--- src/rtl/trig_frame_tx_pkg.sv ---
// Shared types and widths for the trigger frame transmitter.
// The PARITY_EN build adds the parity state to the state enum.
package trig_frame_tx_pkg;

  localparam int DATA_BITS = 8;
  localparam logic [3:0] HDR_DEFAULT = 4'hA;
  localparam int BIT_IDX_W = 3;
  localparam int GAP_W = 8;
  localparam int STOP_W = 2;

  typedef enum logic [2:0] {
    ST_IDLE,
    ST_START,
    ST_DATA,
`ifdef PARITY_EN
    ST_PAR,
`endif
    ST_STOP,
    ST_GAP
  } state_e;

  function automatic logic [7:0] frame_byte(input logic [3:0] hdr, input logic [3:0] sw);
    return {hdr, sw};
  endfunction

endpackage

--- src/rtl/trig_frame_tx_rise_detect.sv ---
// Registered previous-value edge detector; rise is high for the cycle the input
// is seen high after having been low.
module trig_frame_tx_rise_detect (
  input  logic sysclk,
  input  logic rst_n,
  input  logic din,
  output logic rise
);

  logic din_q;
  logic din_d;

  always_comb din_d = din;

  always_ff @(posedge sysclk or negedge rst_n) begin
    if (!rst_n) din_q <= 1'b0;
    else        din_q <= din_d;
  end

  assign rise = din & ~din_q;

endmodule

--- src/rtl/trig_frame_tx.sv ---
// Serialises {HDR, sw_latch} as a UART-style frame on each trigger rise, with
// optional auto-repeat after an idle gap. Define PARITY_EN to add an even parity bit.
module trig_frame_tx
  import trig_frame_tx_pkg::*;
#(
  parameter logic [3:0] HDR       = HDR_DEFAULT,
  parameter int         STOP_BITS = 1,
  parameter int         GAP_TICKS = 16,
  parameter int         CNT_W     = 8
) (
  input  logic             sysclk,
  input  logic             rst_n,
  input  logic             baud_tick,
  input  logic             trig,
  input  logic             auto_mode,
  input  logic [3:0]       sw_latch,
  output logic             tx,
  output logic             busy,
  output logic             frame_done,
  output logic [CNT_W-1:0] frame_cnt
);

  localparam logic [STOP_W-1:0]    STOP_LOAD = STOP_W'(STOP_BITS - 1);
  localparam logic [GAP_W-1:0]     GAP_LOAD  = GAP_W'(GAP_TICKS - 1);
  localparam logic [BIT_IDX_W-1:0] LAST_BIT  = BIT_IDX_W'(DATA_BITS - 1);

  logic rise;

  trig_frame_tx_rise_detect u_rise (
    .sysclk (sysclk),
    .rst_n  (rst_n),
    .din    (trig),
    .rise   (rise)
  );

  state_e               state_q, state_d;
  logic                 tx_q, tx_d;
  logic                 busy_q, busy_d;
  logic                 frame_done_q, frame_done_d;
  logic [CNT_W-1:0]     cnt_q, cnt_d;
  logic                 pending_q, pending_d;
  logic [7:0]           shreg_q, shreg_d;
  logic [BIT_IDX_W-1:0] bit_idx_q, bit_idx_d;
  logic [GAP_W-1:0]     gap_q, gap_d;
  logic [STOP_W-1:0]    stop_q, stop_d;
  logic                 commit;
`ifdef PARITY_EN
  logic                 par_q, par_d;
`endif

  always_comb begin
    state_d      = state_q;
    tx_d         = tx_q;
    busy_d       = busy_q;
    frame_done_d = 1'b0;
    cnt_d        = cnt_q;
    shreg_d      = shreg_q;
    bit_idx_d    = bit_idx_q;
    gap_d        = gap_q;
    stop_d       = stop_q;
    commit       = 1'b0;
`ifdef PARITY_EN
    par_d        = par_q;
`endif
    if (baud_tick) begin
      case (state_q)
        ST_IDLE: if (pending_q) commit = 1'b1;
        ST_START: begin
          tx_d      = shreg_q[0];
          shreg_d   = shreg_q >> 1;
          bit_idx_d = '0;
          state_d   = ST_DATA;
        end
        ST_DATA: begin
          if (bit_idx_q == LAST_BIT) begin
`ifdef PARITY_EN
            tx_d    = par_q;
            state_d = ST_PAR;
`else
            tx_d    = 1'b1;
            stop_d  = STOP_LOAD;
            state_d = ST_STOP;
`endif
          end else begin
            tx_d      = shreg_q[0];
            shreg_d   = shreg_q >> 1;
            bit_idx_d = bit_idx_q + BIT_IDX_W'(1);
          end
        end
`ifdef PARITY_EN
        ST_PAR: begin
          tx_d    = 1'b1;
          stop_d  = STOP_LOAD;
          state_d = ST_STOP;
        end
`endif
        ST_STOP: begin
          if (stop_q == '0) begin
            frame_done_d = 1'b1;
            cnt_d        = cnt_q + CNT_W'(1);
            // A queued trigger takes priority over the auto gap: back-to-back frame.
            if (pending_q) begin
              commit = 1'b1;
            end else if (auto_mode) begin
              gap_d   = GAP_LOAD;
              state_d = ST_GAP;
            end else begin
              busy_d  = 1'b0;
              state_d = ST_IDLE;
            end
          end else begin
            stop_d = stop_q - STOP_W'(1);
          end
        end
        ST_GAP: begin
          if (gap_q == '0) begin
            if (auto_mode || pending_q) begin
              commit = 1'b1;
            end else begin
              busy_d  = 1'b0;
              state_d = ST_IDLE;
            end
          end else begin
            gap_d = gap_q - GAP_W'(1);
          end
        end
        default: state_d = ST_IDLE;
      endcase
    end
    if (commit) begin
      state_d = ST_START;
      tx_d    = 1'b0;
      busy_d  = 1'b1;
      shreg_d = frame_byte(HDR, sw_latch);
`ifdef PARITY_EN
      par_d   = ^frame_byte(HDR, sw_latch);
`endif
    end
    // Set wins over clear so a rise on the commit cycle is not lost.
    pending_d = (pending_q & ~commit) | rise;
  end

  always_ff @(posedge sysclk or negedge rst_n) begin
    if (!rst_n) begin
      state_q      <= ST_IDLE;
      tx_q         <= 1'b1;
      busy_q       <= 1'b0;
      frame_done_q <= 1'b0;
      cnt_q        <= '0;
      pending_q    <= 1'b0;
      shreg_q      <= '0;
      bit_idx_q    <= '0;
      gap_q        <= '0;
      stop_q       <= '0;
`ifdef PARITY_EN
      par_q        <= 1'b0;
`endif
    end else begin
      state_q      <= state_d;
      tx_q         <= tx_d;
      busy_q       <= busy_d;
      frame_done_q <= frame_done_d;
      cnt_q        <= cnt_d;
      pending_q    <= pending_d;
      shreg_q      <= shreg_d;
      bit_idx_q    <= bit_idx_d;
      gap_q        <= gap_d;
      stop_q       <= stop_d;
`ifdef PARITY_EN
      par_q        <= par_d;
`endif
    end
  end

  assign tx         = tx_q;
  assign busy       = busy_q;
  assign frame_done = frame_done_q;
  assign frame_cnt  = cnt_q;

endmodule
--- config.mk ---
export PLATFORM = sky130hd
export DESIGN_NAME = trig_frame_tx
export DESIGN_NICKNAME = d
export VERILOG_FILES = /design/src/rtl/trig_frame_tx_pkg.sv /design/src/rtl/trig_frame_tx_rise_detect.sv /design/src/rtl/trig_frame_tx.sv
export SDC_FILE = /design/constraint.sdc
export NUM_CORES = 1
export LEC_CHECK = 0
export ABC_CLOCK_PERIOD_IN_PS = 2600
export BUFFER_PORTS_ARGS = -buffer_cell sky130_fd_sc_hd__buf_2
export CORE_MARGIN = 8
export CORE_UTILIZATION = 31
export CTS_BUF_LIST = sky130_fd_sc_hd__clkbuf_8
export DETAILED_ROUTE_END_ITERATION = 6
export GPL_ROUTABILITY_DRIVEN = 0
export PLACE_DENSITY = 0.52
export SYNTH_ARGS = -nofsm -noshare
export SYNTH_HDL_FRONTEND = slang
export SYNTH_SLANG_ARGS = --single-unit
export TNS_END_PERCENT = 10
--- constraint.sdc ---
create_clock -name sysclk -period 2.6 [get_ports sysclk]
set_input_delay 0.39 -clock sysclk [delete_from_list [all_inputs] [get_ports sysclk]]
set_output_delay 0.39 -clock sysclk [all_outputs]
set_load 0.1 [all_outputs]
# Word level (Yosys, flattened, before mapping)
# Index checks and enable logic that the tools add are counted.
# totals
out_inout_bits	11
reg_bits	37
input_bits	9
word_cells	102
# op_classes
n_reduce_logical	18
muxes	44
n_eq_ne	20
n_bitwise	5
addsub	4
# ops
operator	count
$mux 8	7
$pmux 8 s2	2
$mux 3	9
$ne 3x3->1 const B	7
$mux 1	18
$ne 2x2->1 const B	8
$pmux 3 s5	1
$reduce_and 7->1	2
$reduce_and 3->1	3
$add 8x1->8 const B	1
$logic_not 8->1	1
$reduce_bool 2->1	4
$sub 8x1->8 const B	1
$eq 3x2->1 const B	2
$eq 3x3->1 const B	2
$pmux 3 s2	1
$reduce_and 6->1	1
$reduce_bool 3->1	2
$mux 2	2
$pmux 1 s2	2
$pmux 2 s2	1
$reduce_and 4->1	1
$add 3x1->3 const B	1
$eq 3x1->1 const B	1
other kinds (9)	11

# Logic depth before layout (Yosys ltp)
# Gate-level depths: netlist (run 1).
# logic_depth
depth_word	8
depth_mapped	6

# By module
# A second synthesis (run 1) with hierarchy kept.
# hier_totals
cells_unflattened	175
hier_area_um2	1950.6
# by_module_without_submodules
mod	seq_area_each_um2	area_per_inst_um2	cells_per_inst	instances
trig_frame_tx	902.1	1911.8	173	1
trig_frame_tx_rise_detect	25.0	38.8	2	1

# Worst setup path before layout (run 1)
# Ideal clock, no wire load.
# synth_path
path_type	register to register
startpoint	register gap_q[0]
endpoint	register shreg_q[1]
setup_time_ps	128
path_stages_with_launch	7
t_required_ps	2472
setup_slack_ps	578
arrival_ps	1894
path_cell_list	dfrtp_1 inv_1 ha_1 or4b_4 nor4_4 o211ai_4 mux2_1
# synth_between
elab_chain_len	6
# synth_rtl
item	line	source
from (decl)	trig_frame_tx.sv:44	logic [GAP_W-1:0] gap_q, gap_d;
from (signal assigned)	trig_frame_tx.sv:167	gap_q <= gap_d;
$logic_not 8->1 (*)	trig_frame_tx.sv:116	if (gap_q == '0) begin
$mux 1 (*)	trig_frame_tx.sv:116	
$pmux 1 s3 (*)	trig_frame_tx.sv:66	case (state_q)
$mux 1 (*)	trig_frame_tx.sv:65	if (baud_tick) begin
$ne 3x3->1 (no line), or another cell as far along	-	
$reduce_and 3->1 (no line)	-	
to (signal assigned)	trig_frame_tx.sv:165	shreg_q <= shreg_d;
to (decl)	trig_frame_tx.sv:42	logic [7:0] shreg_q, shreg_d;
# Every way passes the cells marked *; elsewhere a longest branch is shown, timed or not.
# A chain may end at the register's enable or synchronous reset.

# Worst setup path after layout (run 1)
# layout_path
startpoint	register gap_q[0]
endpoint	register shreg_q[2]
# Same word-level chain as after synthesis.

==> results of run 1 <==
-- state kept, by name (all words and copies together), names as in the netlist, 2 cells and up --
| signal | count |
|---|---|
| state_q | 3 |
| stop_q | 2 |
| frame_cnt | 8 |
| gap_q | 8 |
| shreg_q | 8 |
| bit_idx_q | 3 |
-- worst paths after layout --
kind	startpoint	endpoint	slack (ns)	cells past startpoint
max reg2reg	gap_q[0]	shreg_q[2]	0.45	6
min	rst_n	shreg_q[4]	0.19	1
max in group asynchronous	rst_n	gap_q[4]	1.85	1
min reg2reg	frame_cnt[7]	frame_cnt[7]	0.47	1
max	gap_q[0]	shreg_q[2]	0.45	6
min in group sysclk	trig	u_rise.din_q	0.21	1
-- cell usage in the layout, fill, tap and decap left out, types with 2 or more instances in the layout --
cell type	instances
ha_1	6
nor2b_1	3
nor4_4	2
o2111ai_1	2
nand2_1	16
clkbuf_8	6
inv_1	14
o21ai_0	5
dfrtp_1	36
nor3_1	3
a31oi_1	2
nand3_1	3
mux2_1	3
and3_1	4
mux2i_1	6
nor2_1	15
nand4_1	5
mux2_2	7
buf_2	19
xor2_1	2
nand2b_1	3
nor4b_1	2
buf_4	4
a22oi_1	2
nor4_1	2
a21oi_1	4
xnor2_1	7
-- power groups by stage --
stage               Clock, mW  Combinational, mW  Sequential, mW
finish                  0.524               1.00           0.927
global route            0.567               1.10           0.954
CTS                     0.540               1.01           0.928
detailed placement          0               1.01           0.938
global placement            0               1.00           0.935
floorplan                   0              0.626            1.12
-- critical path: cells and delay by family (launching register included) --
family / cells / cell delay (ns)
and+or+nand+nor: 2 / 0.89
DFF: 1 / 0.40
muxes: 1 / 0.34
AOI/OAI and AO/OA: 1 / 0.17
adders and majority gates: 1 / 0.16
buffers and inverters: 1 / 0.09
-- logic make-up (layout without fill, tap and decap cells) --
kind of cell / count (synthesis) / in the layout / share of synthesized area
buf+inv: 20 / 45 / 0.03955
flops: 37 / 37 / 0.4652
fa+ha+maj: 6 / 6 / 0.03766
xor+xnor: 9 / 9 / 0.03955
simple gates: 67 / 67 / 0.1996
compound gates: 34 / 34 / 0.1318
mux: 16 / 16 / 0.08663
-- cell type report --
class,count,share of cell area
clock inverter,2,0.01626
multi-input combinational,132,0.4276
tap,77,0.04173
clock buffer,6,0.03577
inverter,14,0.02276
timing repair buffer,23,0.05420
sequential,37,0.4016
-- metal layers --
layer,vias up,global-route usage
met5,-,0
met4,0,0.03457
met3,7,0.02886
met2,20,0.1419
met1,712,0.1179
li1,724,-
-- stage by stage --
stage                     instance area, um^2  utilization  hold WS [ns]
final                                    2308       0.3678        0.1886
after global routing                     2308       0.3678        0.1995
after CTS                                2308       0.3678        0.2048
after detailed placement                 2188       0.3486        0.4630
after global placement                   2188       0.3486        0.4552
after floorplan                          1993            -       0.09441
==> flow_summary.json, run 1 <==
{
  "grt_pass1_vias": 1399,
  "critPathCaptureType": "register",
  "pwr-share-seq": 0.378,
  "antenna_found_initial": 0,
  "grt_first_pass_wirelength_um": 6713,
  "syn_area_um2": 1993,
  "dpl.cell_count": 283,
  "slew_viol_final": 0,
  "synth_warnings": 0,
  "io_pins": 20,
  "synth_top_cell_area_share": 0.4520,
  "critical-path-max-stage-delay_ns": 0.51,
  "vdd_drop_max_mv": 0.4546,
  "ys_top_cells_by_area": "dfrtp_1, mux2_2, ha_1",
  "clock-skew-final_ns": 0.01126,
  "wl_met1_um": 1879,
  "initial_core_util": 0.3175,
  "cts_resized": 0,
  "status": "completed",
  "total_power_mw": 2.451,
  "top_layer": "met4",
  "grt_max_degree": 38,
  "rows": 29,
  "post-route-min-period_ns": 2.148,
  "path_cells": "inv_1 > ha_1 > or4b_4 > nor4_4 > o211ai_4 > mux2_1",
  "synth_enable_flop_cells": 0,
  "drv_cap": 0,
  "die_w_um": 96.19,
  "routedWlPerCell_um": 13.54,
  "wl_um": 3939,
  "cts_root_buffer": "clkbuf_8",
  "nets": 228,
  "setup_tns_ns": 0,
  "drt_iter0_markers": 55,
  "regArea_um2": 927.1,
  "finalSetupViolations": 0,
  "fmax_ghz": 0.4655,
  "drive_gt1_frac": 0.2290,
  "ctsHoldBuffers": 0,
  "grt_usage": 0.09218,
  "p_int_mw": 1.416,
  "cp.arrival_ns": 2.33,
  "tritoncts": "yes",
  "ys_types": 55,
  "synth.avg_cell_area_um2": 10.55,
  "synth_seq_cells": 37,
  "area_growth_pct": 15.82,
  "pre_cts_slack_ns": 0.4429,
  "hold_viol": 0,
  "core_um2": 6277,
  "n_fill_cell": 643,
  "layoutNonFillerInstCount": 291,
  "grt_overflow_total": 0,
  "synth_commonest_cells": "dfrtp_1, nand2_1, nor2_1",
  "cts.sinks": 37,
  "port_buffers": 19,
  "multi_input_area_um2": 987.2,
  "ys_seq_area_frac": 0.4652,
  "critPathSlowestCell": "or4b_4",
  "ant_nets": 0,
  "power.share.switching": 0.4221,
  "synthCells": 189,
  "yosysMostFrequentCell": "dfrtp_1",
  "drcViolationCount": 0,
  "rsz0062_at_grt": "false",
  "htree_levels": 2,
  "combPwrFrac": 0.408,
  "diodes": 0,
  "p_sw_mw": 1.035,
  "post_cts_buffers": 0,
  "p_leak_nw": 1.095,
  "path_max_fanout": 8,
  "cts_buffers": 5,
  "syn-num-nets": 204,
  "cp.required_ns": 2.78,
  "path_clk_slew_ns": 0.08,
  "clk_path_buf_depth": 2,
  "route.met2.wl_um": 1867,
  "criticalPathCategory": "register to register",
  "p_per_area_nw_per_um2": 1062,
  "firstDrtPassIters": 4,
  "worst_slew_pin_slew_ns": 0.8493,
  "synth_top_area_cell": "dfrtp_1",
  "ys_async_sr_fraction": 1.000,
  "synth_top_flop_cell": "dfrtp_1",
  "cp-start-kind": "register",
  "hold_path.class": "primary input to asynchronous set/reset pin",
  "finalCritPeriodShare": 0.8262,
  "wl_met3_um": 138,
  "chipHeight_um": 96.19,
  "pwr-share-clk": 0.214,
  "die-area_um2": 9252,
  "dp_hpwl_um": 2862,
  "timing.final.ws_setup_ns": 0.4518,
  "dr_total_vias": 1463,
  "clkLatencyLatePin_ns": 0.29,
  "timing.slew.headroom": 0.4338,
  "vias_per_cell": 5.027
}
No activity file was read; power rests on OpenSTA's default activity.
==> inputs of run 2 (changes only) <==
- ABC_CLOCK_PERIOD_IN_PS: 2600 -> 1750
- PLACE_DENSITY: 0.52 -> 0.54
- clock period: 2.6 -> 1.75 ns (I/O delays scaled with it)
==> run 2 against run 1 <==
Against the previous run: the run now ends with negative setup slack left; die area did not move; combinational power rose by 96%; non-clock buffer count rose by 39; flip-flop and latch count did not move; via count rose by 9.6%; cell area rose by 15%; register-to-register slack got worse by 0.74 ns; sequential power rose by 39%.
==> flow_summary.json, run 2 (synthesis results as in run 1) <==
{
  "n_fill_cell": 601,
  "cts_root_buffer": "clkbuf_8",
  "criticalPathCategory": "register to register",
  "finalSetupViolations": 13,
  "holdPathStages": 1,
  "power.share.switching": 0.4203,
  "cp.required_ns": 1.92,
  "cts.sinks": 37,
  "p_int_mw": 2.236,
  "timing.final.ws_setup_ns": -0.2835,
  "crit_start": "gap_q[1]",
  "grt_first_pass_wirelength_um": 7534,
  "drv_cap": 0,
  "area_growth_pct": 33.40,
  "fmax_ghz": 0.4918,
  "grt_pass1_vias": 1604,
  "final_common_cell": "buf_4",
  "p_per_area_nw_per_um2": 1451,
  "nets": 267,
  "hold_viol": 0,
  "slew_viol_final": 0,
  "vdd_drop_max_mv": 1.422,
  "min_to": "u_rise.din_q",
  "drive_gt1_frac": 0.3968,
  "rsz0062_at_grt": "true",
  "diodes": 0,
  "whs_ns": 0.09444,
  "timing.reg2reg.setup_slack_ns": -0.28,
  "cp.arrival_ns": 2.20,
  "cts_buffers": 5,
  "grt_usage": 0.1026,
  "ant_nets": 0,
  "wl_um": 4442,
  "finalCritPeriodShare": 1.162,
  "pwr-share-clk": 0.156,
  "vias_per_cell": 4.872,
  "path_clk_slew_ns": 0.07,
  "antenna_found_initial": 0,
  "hold_path.class": "primary input to register",
  "dr_total_vias": 1603,
  "p_sw_mw": 1.621,
  "htree_levels": 2,
  "layoutNonFillerInstCount": 329,
  "chipHeight_um": 96.19,
  "clock-skew-final_ns": 0.008503,
  "post-route-min-period_ns": 2.033,
  "drcViolationCount": 0,
  "clkLatencyLatePin_ns": 0.29,
  "cp-start-kind": "register",
  "port_buffers": 19,
  "clk_path_buf_depth": 2,
  "worstReg2RegStart": "gap_q[1]",
  "p_leak_nw": 1.295,
  "path_max_fanout": 7,
  "grt_overflow_total": 0,
  "die_w_um": 96.19,
  "rr_worst_depth": 6,
  "critPathCaptureType": "register",
  "violations": "negative setup slack",
  "pwr-share-seq": 0.335,
  "initial_core_util": 0.3175,
  "multi_input_area_um2": 1064,
  "combPwrFrac": 0.509,
  "layout_common_cells": "buf_4, dfrtp_1, buf_2",
  "status": "finished with violations",
  "firstDrtPassIters": 4,
  "regArea_um2": 927.1,
  "rows": 29,
  "core_um2": 6277,
  "timing.slew.headroom": 0.6733,
  "dp_hpwl_um": 3314,
  "regToRegEndpoint": "shreg_q[1]",
  "die-area_um2": 9252,
  "drt_iter0_markers": 57,
  "worst_slew_pin_slew_ns": 0.4934,
  "dpl.cell_count": 317,
  "io_pins": 20,
  "routedWlPerCell_um": 13.50,
  "grt_max_degree": 21,
  "tritoncts": "yes",
  "hold_start": "trig"
}
run 2: changes by cell type in the layout (fill, tap and decap cells not counted), moves of 2 or more:
cell,delta
buf_4,+37
ha_1,-4
ha_2,+3
mux2_1,-3
mux2_4,+3
inv_2,+2
run 2: repair_timing:
| item | CTS | global route |
|---|---|---|
| gates resized for setup | 9 | 9 |
| setup buffers | 1 | 3 |
| endpoints found under the hold margin | 17 | 0 |
| pin swaps | 6 | 2 |
| gates cloned | 0 | 0 |
| hold buffers | 1 | 0 |
| setup endpoints to repair | 20 | 24 |
run 2: power groups by stage:
stage | combinational (mW) | sequential, mW | clock [mW]
2_1_floorplan | 0.929 | 1.66 | 0
3_3_place_gp | 1.83 | 1.30 | 0
3_5_place_dp | 1.85 | 1.31 | 0
4_1_cts | 1.92 | 1.29 | 0.624
5_1_grt | 2.17 | 1.32 | 0.650
6_report | 1.96 | 1.29 | 0.602
run 2: metal layers:
| layer | up-vias | track usage | share of wire |
|---|---|---|---|
| met5 | - | 0 | 0 |
| met4 | 0 | 0.02305 | 0.0070 |
| met3 | 4 | 0.03042 | 0.033 |
| met2 | 13 | 0.1657 | 0.48 |
| met1 | 780 | 0.1316 | 0.48 |
| li1 | 806 | - | - |
run 2: final cells by class:
cell class,instances,area share
multi-input cells,132,0.4000
flip-flops and latches,37,0.3487
repair buffers,62,0.1628
well taps,77,0.03624
clock buffers,6,0.03106
inverters,14,0.01976
clock inverters,1,0.001412
run 2: worst max-delay path, stage by stage (launching register included):
cell	delay, ns
dfrtp_1	0.39
inv_2	0.08
ha_4	0.13
or4b_4	0.47
nor4_4	0.34
o211ai_4	0.19
mux2_4	0.32
run 2: how the worst max path moves through the flow:
stage                       endpoint  slack [ns]  depth (start not counted)
after floorplan           shreg_q[1]       -0.27                          6
after global placement    shreg_q[3]       -0.33                          6
final                     shreg_q[1]       -0.28                          6
after global routing      shreg_q[2]       -0.40                          6
after detailed placement  shreg_q[3]       -0.36                          6
after CTS                 shreg_q[1]       -0.30                          6
run 2: per-stage QoR:
stage / instance area (um^2) / setup slack, ns / util / setup TNS, ns / power (mW)
after floorplan: 1993 / -0.2718 / - / -2.524 / 2.589
after global placement: 2456 / -0.3293 / 0.3913 / -2.780 / 3.126
after detailed placement: 2456 / -0.3592 / 0.3913 / -2.994 / 3.159
after CTS: 2594 / -0.3017 / 0.4132 / -2.451 / 3.842
after global routing: 2659 / -0.3974 / 0.4236 / -4.186 / 4.135
final: 2659 / -0.2835 / 0.4236 / -2.389 / 3.857
==> inputs of run 3 (changes only) <==
- CTS_BUF_LIST: sky130_fd_sc_hd__clkbuf_8 -> default
==> run 3 against run 2 <==
Against the previous run: critical endpoint unchanged; sequential share of layout area unchanged; die area stayed put; the run still ends with negative setup slack left; clock-buffer cell count is 1 higher; combinational power about the same; fmax barely moved; cell area did not move; sequential power is essentially flat; via count increased by 0.19%; utilization unchanged; final cell count unchanged; largest power group unchanged; routed wire length is essentially flat; flip-flop and latch count is the same.
==> flow_summary.json, run 3 (synthesis results as in run 1) <==
{
  "status": "finished with violations",
  "violations": "negative setup slack",
  "fin_area_um2": 2659,
  "core_um2": 6277,
  "critPathTopFamily": "simple AND/OR/NAND/NOR gates",
  "wl_um": 4439,
  "cts.sinks": 37,
  "post-route-min-period_ns": 2.034,
  "criticalPathCategory": "register to register",
  "p_per_area_nw_per_um2": 1453,
  "cts_root_buffer": "clkbuf_8",
  "place_area_um2": 2456,
  "path_cells": "inv_2 > ha_4 > or4b_4 > nor4_4 > o211ai_4 > mux2_4",
  "layout_common_cells": "buf_4, dfrtp_1, buf_2",
  "critical-path-max-stage-delay_ns": 0.47,
  "grt_overflow_total": 0,
  "grt_pass1_vias": 1604,
  "port_buffers": 19,
  "cp.required_ns": 1.92,
  "timing.slew.headroom": 0.6733,
  "grt_max_degree": 21,
  "htree_levels": 2,
  "clk_path_buf_depth": 2,
  "vias_per_cell": 4.881,
  "drv_cap": 0,
  "cp-start-kind": "register",
  "grt_first_pass_wirelength_um": 7534,
  "routedWlPerCell_um": 13.49,
  "power.share.switching": 0.4196,
  "firstDrtPassIters": 4,
  "final_common_cell": "buf_4",
  "vdd_drop_max_mv": 1.422,
  "grt_use_met3": 0.03042,
  "finalSetupViolations": 13,
  "dr_total_vias": 1606,
  "grt.met1_usage": 0.1316,
  "clkLatencyLatePin_ns": 0.29,
  "io_pins": 20,
  "grt-busiest-layer": "met2",
  "rows": 29,
  "worst_slew_pin_slew_ns": 0.4934,
  "path_buf_inv": 1,
  "slew_viol_final": 0,
  "p_int_mw": 2.242,
  "pwr-share-clk": 0.157,
  "finalCritPeriodShare": 1.162,
  "die-area_um2": 9252,
  "path_clk_slew_ns": 0.07,
  "critPathCaptureType": "register",
  "tritoncts": "yes",
  "grt.met2_usage": 0.1657,
  "clock-skew-final_ns": 0.008343,
  "combPwrFrac": 0.508,
  "path_max_fanout": 7,
  "critPathSlowestCell": "or4b_4",
  "cts_buffers": 5,
  "p_sw_mw": 1.621,
  "drive_gt1_frac": 0.3968,
  "chipHeight_um": 96.19,
  "dp_hpwl_um": 3314,
  "die_w_um": 96.19,
  "nets": 267,
  "area_growth_pct": 33.40,
  "fmax_ghz": 0.4918,
  "drt_iter0_markers": 57,
  "hold_viol": 0,
  "cp.arrival_ns": 2.20,
  "ant_nets": 0,
  "antenna_found_initial": 0,
  "rsz0062_at_grt": "true",
  "diodes": 0,
  "total_power_mw": 3.863,
  "drcViolationCount": 0,
  "initial_core_util": 0.3175,
  "grt_usage": 0.1026,
  "timing.final.ws_setup_ns": -0.2835,
  "hold_path.class": "primary input to register",
  "pwr-share-seq": 0.335,
  "p_leak_nw": 1.291
}
run 3: changes by cell type in the layout (fill, tap and decap cells not counted):
cell      before  now
clkbuf_1       0    1
inv_1         13   12
run 3: worst register-to-register path, stage by stage (launching register included):
cell and delay (ns):
dfrtp_1 0.39, inv_2 0.08, ha_4 0.13, or4b_4 0.47, nor4_4 0.34, o211ai_4 0.19
mux2_4 0.33
run 3: repair_timing:
action / CTS / global route
cloned: 0 / 0
hold buffers: 1 / 0
endpoints found under the setup margin: 20 / 24
buffers inserted: 1 / 3
pin swaps: 6 / 2
gates resized for setup: 9 / 9
hold endpoints to repair: 17 / 0
run 3: through the flow:
stage	worst slack (ns)	hold WS, ns	TNS, ns	std cells	utilization
after floorplan	-0.2718	-0.03309	-2.524	189	-
after global placement	-0.3293	0.2327	-2.780	317	0.3913
after detailed placement	-0.3592	0.2420	-2.994	317	0.3913
after CTS	-0.3017	0.08764	-2.451	326	0.4132
after global routing	-0.3974	0.08476	-4.186	329	0.4236
final	-0.2835	0.09454	-2.388	329	0.4236
run 3: final cells by class:
| class | instances | area [um^2] |
|---|---|---|
| fillers | 601 | 3618 |
| multi-input cells | 132 | 1064 |
| flip-flops and latches | 37 | 927.1 |
| repair buffers | 62 | 432.9 |
| well taps | 77 | 96.34 |
| clock buffers | 7 | 86.33 |
| inverters | 14 | 52.55 |
run 3: layer usage:
| metal | up-vias | part of all wire |
|---|---|---|
| li1 | 806 | - |
| met1 | 783 | 0.48 |
| met2 | 13 | 0.48 |
| met3 | 4 | 0.033 |
| met4 | 0 | 0.0070 |
| met5 | - | 0 |
run 3: path summary, 6_finish.rpt:
kind | endpoint | cells past startpoint | slack [ns] | startpoint
worst max register to register | shreg_q[1] | 6 | -0.28 | gap_q[1]
min in group asynchronous | bit_idx_q[1] | 2 | 0.46 | rst_n
worst max-delay path | shreg_q[1] | 6 | -0.28 | gap_q[1]
max in group asynchronous | tx | 3 | 0.75 | rst_n
worst min-delay path | u_rise.din_q | 1 | 0.09 | trig
worst min register to register | frame_cnt[7] | 1 | 0.47 | frame_cnt[7]
run 3: power groups by stage:
stage / logic [mW] / clock network [mW] / registers [mW]
final: 1.96 / 0.607 / 1.29
after floorplan: 0.929 / 0 / 1.66
after CTS: 1.92 / 0.629 / 1.29
after detailed placement: 1.85 / 0 / 1.31
after global routing: 2.17 / 0.656 / 1.32
after global placement: 1.83 / 0 / 1.30
